`config.mk`:
```
export PLATFORM = sky130hd
export DESIGN_NAME = fb_reader
export DESIGN_NICKNAME = d
export VERILOG_FILES = /design/src/rtl/fb_reader.sv
export SDC_FILE = /design/constraint.sdc
export NUM_CORES = 1
export LEC_CHECK = 0
export CAP_MARGIN = 25
export CELL_PAD_IN_SITES_DETAIL_PLACEMENT = 2
export CELL_PAD_IN_SITES_GLOBAL_PLACEMENT = 2
export CORE_ASPECT_RATIO = 1.2
export CORE_MARGIN = 2
export CORE_UTILIZATION = 34
export DETAILED_ROUTE_END_ITERATION = 10
export PLACE_DENSITY = 0.92
export SYNTH_ARGS = -nofsm -noshare
export SYNTH_HDL_FRONTEND = slang
export SYNTH_SLANG_ARGS = --single-unit
```
`constraint.sdc`:
```
create_clock -name clk -period 5.1 [get_ports clk]
set_clock_uncertainty 0.2 [all_clocks]
set_input_delay 1.53 -clock clk [delete_from_list [all_inputs] [get_ports clk]]
set_output_delay 1.53 -clock clk [all_outputs]
set_load 0.01 [all_outputs]
```
`src/rtl/fb_reader.sv`:
```
// Frame scanner: sweeps the whole framebuffer in address order and streams
// each pixel out with its (x, y) coordinates through a 2-entry skid FIFO.
module fb_reader #(
    parameter int ADDR_W = 12,
    parameter int DATA_W = 4,
    parameter int COL_W  = 6
) (
    input  logic                    clk,
    input  logic                    reset,
    input  logic                    start,
    output logic [ADDR_W-1:0]       addr_out,
    input  logic [DATA_W-1:0]       q,
    output logic [DATA_W-1:0]       pix_data,
    output logic [COL_W-1:0]        pix_x,
    output logic [ADDR_W-COL_W-1:0] pix_y,
    output logic                    pix_valid,
    input  logic                    pix_ready,
    output logic                    pix_last,
    output logic                    busy,
    output logic                    frame_done
);

    localparam logic [ADDR_W-1:0] LAST_ADDR = '1;

    typedef enum logic [1:0] {
        IDLE  = 2'd0,
        SCAN  = 2'd1,
        DRAIN = 2'd2,
        DONE  = 2'd3
    } state_t;

    state_t            state_q, state_d;
    logic [ADDR_W-1:0] rd_addr_q, rd_addr_d;
    logic              inflight_q, inflight_d;
    logic [ADDR_W-1:0] infl_addr_q, infl_addr_d;
    logic              wr_ptr_q, wr_ptr_d;
    logic              rd_ptr_q, rd_ptr_d;
    logic [1:0]        count_q, count_d;

    logic              issue;
    logic              push;
    logic              pop;
    logic [1:0]        occupancy;
    logic [DATA_W-1:0] ent_data [2];
    logic [ADDR_W-1:0] ent_addr [2];
    logic [ADDR_W-1:0] head_addr;

    assign push      = inflight_q;
    assign pix_valid = (count_q != 2'd0);
    assign pop       = pix_valid & pix_ready;

    // Occupancy seen by a read issued now when its data lands: the head leaving
    // this cycle frees its slot in time, which keeps one beat per cycle flowing.
    assign occupancy = count_q + {1'b0, inflight_q} - {1'b0, pop};
    assign issue     = (state_q == SCAN) && (occupancy < 2'd2);

    always_comb begin
        state_d     = state_q;
        rd_addr_d   = rd_addr_q;
        inflight_d  = issue;
        infl_addr_d = issue ? rd_addr_q : infl_addr_q;
        wr_ptr_d    = push ? ~wr_ptr_q : wr_ptr_q;
        rd_ptr_d    = pop ? ~rd_ptr_q : rd_ptr_q;
        count_d     = count_q + {1'b0, push} - {1'b0, pop};
        case (state_q)
            IDLE: begin
                if (start) begin
                    state_d   = SCAN;
                    rd_addr_d = '0;
                end
            end
            SCAN: begin
                if (issue) begin
                    rd_addr_d = rd_addr_q + ADDR_W'(1);
                    if (rd_addr_q == LAST_ADDR) begin
                        state_d = DRAIN;
                    end
                end
            end
            DRAIN: begin
                if (pop && pix_last) begin
                    state_d = DONE;
                end
            end
            DONE: begin
                state_d = IDLE;
            end
            default: begin
                state_d = IDLE;
            end
        endcase
    end

    always_ff @(posedge clk) begin
        if (reset) begin
            state_q     <= IDLE;
            rd_addr_q   <= '0;
            inflight_q  <= 1'b0;
            infl_addr_q <= '0;
            wr_ptr_q    <= 1'b0;
            rd_ptr_q    <= 1'b0;
            count_q     <= 2'd0;
        end else begin
            state_q     <= state_d;
            rd_addr_q   <= rd_addr_d;
            inflight_q  <= inflight_d;
            infl_addr_q <= infl_addr_d;
            wr_ptr_q    <= wr_ptr_d;
            rd_ptr_q    <= rd_ptr_d;
            count_q     <= count_d;
        end
    end

    // Entries are cleared on reset so the idle head reads as all zeros.
    genvar gi;
    generate
        for (gi = 0; gi < 2; gi++) begin : g_entry
            logic [DATA_W-1:0] data_q, data_d;
            logic [ADDR_W-1:0] addr_q, addr_d;

            always_comb begin
                data_d = data_q;
                addr_d = addr_q;
                if (push && (wr_ptr_q == 1'(gi))) begin
                    data_d = q;
                    addr_d = infl_addr_q;
                end
            end

            always_ff @(posedge clk) begin
                if (reset) begin
                    data_q <= '0;
                    addr_q <= '0;
                end else begin
                    data_q <= data_d;
                    addr_q <= addr_d;
                end
            end

            assign ent_data[gi] = data_q;
            assign ent_addr[gi] = addr_q;
        end
    endgenerate

    assign head_addr  = ent_addr[rd_ptr_q];
    assign pix_data   = ent_data[rd_ptr_q];
    assign pix_x      = head_addr[COL_W-1:0];
    assign pix_y      = head_addr[ADDR_W-1:COL_W];
    assign pix_last   = pix_valid && (head_addr == LAST_ADDR);
    assign addr_out   = rd_addr_q;
    assign busy       = (state_q != IDLE);
    assign frame_done = (state_q == DONE);

endmodule

```
=== After elaboration in Yosys (flattened, before gate mapping) ===
Cells that the tools add are included.
W data, S select, Z words.

* Bits in registers: 63
* Input port bits: 8

* $add $sub $neg: 3
* $lt $le $gt $ge: 2
* Equal/unequal tests: 9
* Muxes and demuxes: 14
* Bitwise operators: 4
* Reductions and logical operators: 11

{| class="wikitable"
|+ Operator list
! cell !! number
|-
| $mux W12 || 5
|-
| $eq A12 B12 Y1 const B || 2
|-
| $pmux W12 S2 || 1
|-
| $add A12 B1 Y12 const B || 1
|-
| $mux W4 || 3
|-
| $mux W2 || 4
|-
| $pmux W2 S4 || 1
|-
| $ne A2 B2 Y1 const B || 3
|-
| $reduce_bool A2 Y1 || 3
|-
| $logic_and A1 B1 Y1 || 5
|-
| $eq A2 B2 Y1 const B || 2
|-
| $reduce_and A4 Y1 || 1
|-
| $reduce_and A3 Y1 || 1
|-
| $add A2 B1 Y2 || 1
|-
| $eq A2 B1 Y1 const B || 1
|-
| $ge A2 B2 Y1 const B || 1
|-
| $logic_not A2 Y1 || 1
|-
| $lt A2 B2 Y1 const B || 1
|-
| $ne A2 B1 Y1 const B || 1
|-
| $not A1 Y1 || 2
|-
| $not A1 Y2 || 1
|-
| $sub A2 B1 Y2 || 1
|-
| $and A1 B1 Y1 || 1
|}

=== Logic depth before layout (Yosys ltp) ===
* Depth after elaboration: 9
* Gate-level depth with buffers: 10

=== Least setup slack after synthesis ===
Ideal clock, no wire load.

* Path kind: input to register
* From: input port pix_ready
* To: register rd_addr_q[10] (netlist: addr_out[10])
* Library setup time: 0.137 ns
* Data arrival time: 3.230 ns
* Data required time: 4.763 ns
* Slack: 1.533 ns
* Stages on the path: 9
* Path buffers: 0
* Cell sequence: and2_1 > ha_1 > inv_1 > ha_1 > xor3_2 > a211o_1 > nor3_1 > xnor2_1 > nor2_1

* Cells in the longest elaborated chain, start to end: 6

{| class="wikitable"
|+ Ends and longest elaborated chain
! item !! line !! source
|-
| start, declared || 17 || <nowiki>input logic pix_ready,</nowiki>
|-
| $and A1 B1 Y1 || 50 || <nowiki>assign pop = pix_valid & pix_ready;</nowiki>
|-
| $sub A2 B1 Y2 || 54 || <nowiki>assign occupancy = count_q + {1'b0, inflight_q} - {1'b0, pop};</nowiki>
|-
| $lt A2 B2 Y1 || 55 || <nowiki>assign issue = (state_q == SCAN) && (occupancy < 2'd2);</nowiki>
|-
| $logic_and A1 B1 Y1 || 55 ||
|-
| $ne A2 B2 Y1 (no source line) || - ||
|-
| $reduce_and A3 Y1 (no source line) || - ||
|-
| end signal, assigned || 105 || <nowiki>rd_addr_q <= rd_addr_d;</nowiki>
|-
| end, declared || 33 || <nowiki>logic [ADDR_W-1:0] rd_addr_q, rd_addr_d;</nowiki>
|}

Every way passes these cells.
A chain may end at the register's enable or synchronous reset.

=== Worst setup path after layout ===
* From: register rd_ptr_q
* To: output port pix_last

* Cells in the longest elaborated chain, start to end: 6

{| class="wikitable"
|+ Ends and longest elaborated chain
! item !! line !! source
|-
| start, declared || 37 || <nowiki>logic rd_ptr_q, rd_ptr_d;</nowiki>
|-
| start signal, assigned || 109 || <nowiki>rd_ptr_q <= rd_ptr_d;</nowiki>
|-
| $not A1 Y2 (implied by the code) || 145 || <nowiki>assign head_addr = ent_addr[rd_ptr_q];</nowiki>
|-
| $mux W12 (implied by the code) (3 in a row) || 145 ||
|-
| $eq A12 B12 Y1 || 149 || <nowiki>assign pix_last = pix_valid && (head_addr == LAST_ADDR);</nowiki>
|-
| $logic_and A1 B1 Y1 || 149 ||
|-
| end, declared || 18 || <nowiki>output logic pix_last,</nowiki>
|}

Every way passes these cells. The select of a mux whose other input is x is not followed.

==> results.rst <==
.. list-table::
   :header-rows: 1

   * - Metric
     - Value
   * - Post-cts gate resize count
     - 0
   * - Max Fclk
     - 247.9 MHz
   * - Transition time at the pin with the least slew margin
     - 0.8062 ns
   * - Die Wd
     - 86.21 µm
   * - Static leakage
     - 1.209 nW
   * - Cell-by-cell trace of the critical path
     - nand2b_1, nor4_1, o2111a_1, clkdlybuf4s50_1
   * - Antenna cells
     - 0
   * - Power Density
     - 415.3 nW/µm²
   * - Clock input transition at the sequential cells of the worst setup and hold paths
     - 0.08 ns
   * - Post-synthesis share of cell area spent on xor and xnor gates
     - 4.583%
   * - Final hold violations
     - 0
   * - Area of all placed cells without fillers
     - 3446 µm²
   * - Setup tns final
     - 0 ns
   * - RSZ-0062 raised after global routing
     - no
   * - Total setup violations reported at the end of the flow
     - 0
   * - Length of the first detailed-routing pass in iterations
     - 4
   * - Highest fanout seen on the critical path
     - 4
   * - Leading cell types in the layout, fill and taps excluded
     - 87 x nand2_1, 63 x dfxtp_1, 48 x a21oi_1, 39 x clkdlybuf4s50_1, 18 x nand3_1
   * - Mux share of post-synthesis cell area
     - 7.260%
   * - Kind of end point of the critical path
     - output pin
   * - Remaining routing DRC violations
     - 0
   * - Cell-internal power
     - 0.9460 mW
   * - Class of the worst hold path
     - flip-flop to flip-flop
   * - Largest vdd supply drop
     - 237.5 µV
   * - Synth warn
     - 0
   * - Detailed placement HPWL
     - 5.839 mm
   * - Total routing resource utilization after global routing
     - 21.40%
   * - Number of antenna violations at the first check in global routing
     - 0
   * - Fraction of layout instances using a drive strength above 1
     - 10.48%
   * - Run status
     - completed
   * - Later-pin clock latency in the skew report
     - 0.36 ns
   * - Portion of total power attributed to the clock network
     - 35.1%
   * - Sink Count
     - 63
   * - Seq cells post-synth
     - 63
   * - Final period utilization
     - 79.11%
   * - Maximum level of the CTS H-tree
     - 3
   * - Share of flip-flops with an asynchronous set or reset after synthesis
     - 0%
   * - Adder and majority gate portion of the synthesized area
     - 3.630%
   * - Layout Area Growth over Synthesis
     - 24.95%
   * - Net Count, Synth
     - 348
   * - Flop pwr share
     - 38.8%
   * - Start point of the critical path
     - rd_ptr_q
   * - Die area
     - 8850 µm²
   * - Routed WL per cell
     - 18.68 µm
   * - Max Buffers Root-to-Sink
     - 2
   * - Number of cells after detailed placement
     - 451
   * - Hold_buf cts
     - 0
   * - Max-capacitance violation count
     - 0
   * - TritonCTS Buffers
     - 9
   * - Vias in the first global route
     - 2,674
   * - Vias per cell
     - 5.253
   * - Nets
     - 383
   * - Starting Density
     - 34.39%
   * - Standard cell core area
     - 8018 µm²
   * - Data arrival, critical path
     - 2.30 ns
   * - Buffer count from post-CTS setup fixing
     - 0
   * - Complex-gate fraction of the synthesized area
     - 12.16%
   * - Reg2Reg Launch Point
     - count_q[1]
   * - Final core utilization
     - 42.98%
   * - Proportion of power drawn by combinational gates
     - 26.1%
   * - Tightest slew margin relative to the limit
     - 45.89%
   * - Pre-CTS WS
     - 0.7854 ns
   * - Minimum clock period
     - 4.035 ns
   * - Final critical-path setup slack
     - 1.065 ns
   * - Overall overflow remaining after global route
     - 0
   * - Die Height
     - 102.7 µm
   * - Most instantiated flip-flop cell in the synthesis netlist
     - dfxtp_1
   * - Most common cell after layout, fill and taps aside
     - nand2_1
   * - Share of total power consumed by net switching
     - 33.89%
   * - Final non-filler cell total
     - 467
   * - Initial drt markers
     - 93
   * - Via total after detailed routing
     - 2,453
   * - Wire length of the first global-routing pass
     - 14.34 mm
   * - Part of the Yosys area used for sequential elements
     - 45.74%
   * - Post-DRT Antenna Nets
     - 0
   * - Kind of launch point of the worst setup path
     - flip-flop
   * - Slowest cell on crit path
     - nor4_1
   * - Total number of placement rows
     - 36
   * - Netlist area before placement
     - 2758 µm²
   * - Count of mapped cells out of synthesis
     - 332
   * - Cell at the root of the clock tree
     - clkbuf_8
   * - Number of I/O pins
     - 40
   * - Final RePlAce weighted congestion
     - 0.8054
   * - Average instance area after synthesis
     - 8.306 µm²
   * - Number of buffer and inverter stages on the critical path
     - 1
   * - Maximum number of pins on one net before global-route repair
     - 53
   * - Peak per-stage delay on the critical path
     - 0.55 ns
   * - Cell class contributing the biggest share of worst-path delay
     - simple AND/OR/NAND/NOR gates
   * - TritonCTS clock tree
     - yes
   * - Kind of critical path
     - flip-flop to output pin
   * - Number of enable-type register cells in the synthesized netlist
     - 0
   * - Count of different cell masters after synthesis
     - 35
   * - Final wirelength
     - 8.722 mm
   * - Hold path start
     - g_entry[0].data_q[0]
   * - Max-slew violations
     - 0
   * - Simple-Gate Fraction of Synth Area
     - 22.96%
   * - Largest family of logic cells by synthesized area
     - simple AND/OR/NAND/NOR gates
   * - Post-detailed-placement cell area
     - 3226 µm²
   * - Net switching power figure
     - 0.4849 mW
   * - CP Data Required Time
     - 3.37 ns
   * - Count of input and output buffers
     - 39
   * - Fill cell instance count of the final layout
     - 889
metal layers:
| metal | vias to the layer above | part of all wire [%] | GRT usage (%) |
|---|---|---|---|
| li1 | 1188 | - | - |
| met1 | 1213 | 42 | 24.27 |
| met2 | 36 | 54 | 39.59 |
| met5 | - | 0 | 0 |
| met4 | 0 | 1.8 | 8.293 |
| met3 | 16 | 2.5 | 4.083 |
worst reg2reg max path: stages (launching register included):
cell and delay, ns:
dfxtp_1 0.33, or2_2 0.31, and2_1 0.20, ha_1 0.28, inv_1 0.07, ha_1 0.18, xor3_2 0.33, a211o_1 0.41
nor3_1 0.30, xnor2_1 0.18, nor2_1 0.06
logic make-up after synthesis:
group | Yosys count
buf+inv | 27
flops | 63
simple gates | 145
fa+ha+maj | 8
xor+xnor | 11
mux | 18
compound gates | 60
power by group through the flow:
stage	Combinational [mW]	Sequential [mW]	Clock, mW
final	0.373	0.556	0.502
after global routing	0.415	0.561	0.529
after CTS	0.380	0.557	0.508
after detailed placement	0.372	0.567	0
after global placement	0.352	0.562	0
after floorplan	0.255	0.554	0
path summary, 6_finish.rpt:
path                          endpoint  slack, ns  cells past startpoint
hold / removal    g_entry[0].data_q[0]       0.26                      2
hold reg to reg   g_entry[0].data_q[0]       0.26                      2
setup reg to reg          addr_out[10]       2.10                     10
setup / recovery              pix_last       1.07                      4
state kept, by name, summed over array words and instances, names as in the netlist:
| signal | cells |
|---|---|
| addr_out | 12 |
| count_q | 2 |
| g_entry.addr_q | 24 |
| g_entry.data_q | 8 |
| infl_addr_q | 12 |
| inflight_q | 1 |
| rd_ptr_q | 1 |
| state_q | 2 |
| wr_ptr_q | 1 |
synth_stat cells, drive strengths merged, types with 3 or more instances:
cell / number / area (µm²)
a21oi: 48 / 240.2
ha: 8 / 100.1
xor2: 6 / 52.55
or3: 3 / 18.77
and2: 3 / 18.77
nand2: 87 / 326.6
inv: 8 / 30.03
dfxtp: 63 / 1261
xnor2: 3 / 26.28
mux2: 16 / 180.2
nand2b: 4 / 25.02
nor2: 14 / 52.55
clkbuf: 18 / 67.56
nand3: 18 / 90.09
o21ai: 4 / 20.01
nand4: 6 / 37.54
through the flow:
stage          power [mW]  hold WS [ns]
2_1_floorplan      0.8096        0.2329
3_3_place_gp       0.9145        0.2415
3_5_place_dp       0.9389        0.2580
4_1_cts             1.445        0.2692
5_1_grt             1.506        0.2899
6_report            1.431        0.2615
area by class of cell:
cell class / count / area (µm²) / area share, %
timing repair buffer: 43 / 420.4 / 12.20
sequential: 63 / 1261 / 36.60
multi-input combinational: 242 / 1395 / 40.49
clock buffer: 9 / 123.9 / 3.595
tap: 95 / 118.9 / 3.450
inverter: 8 / 30.03 / 0.8715
clock inverter: 7 / 96.34 / 2.796
No activity file was read; power rests on OpenSTA's default activity.
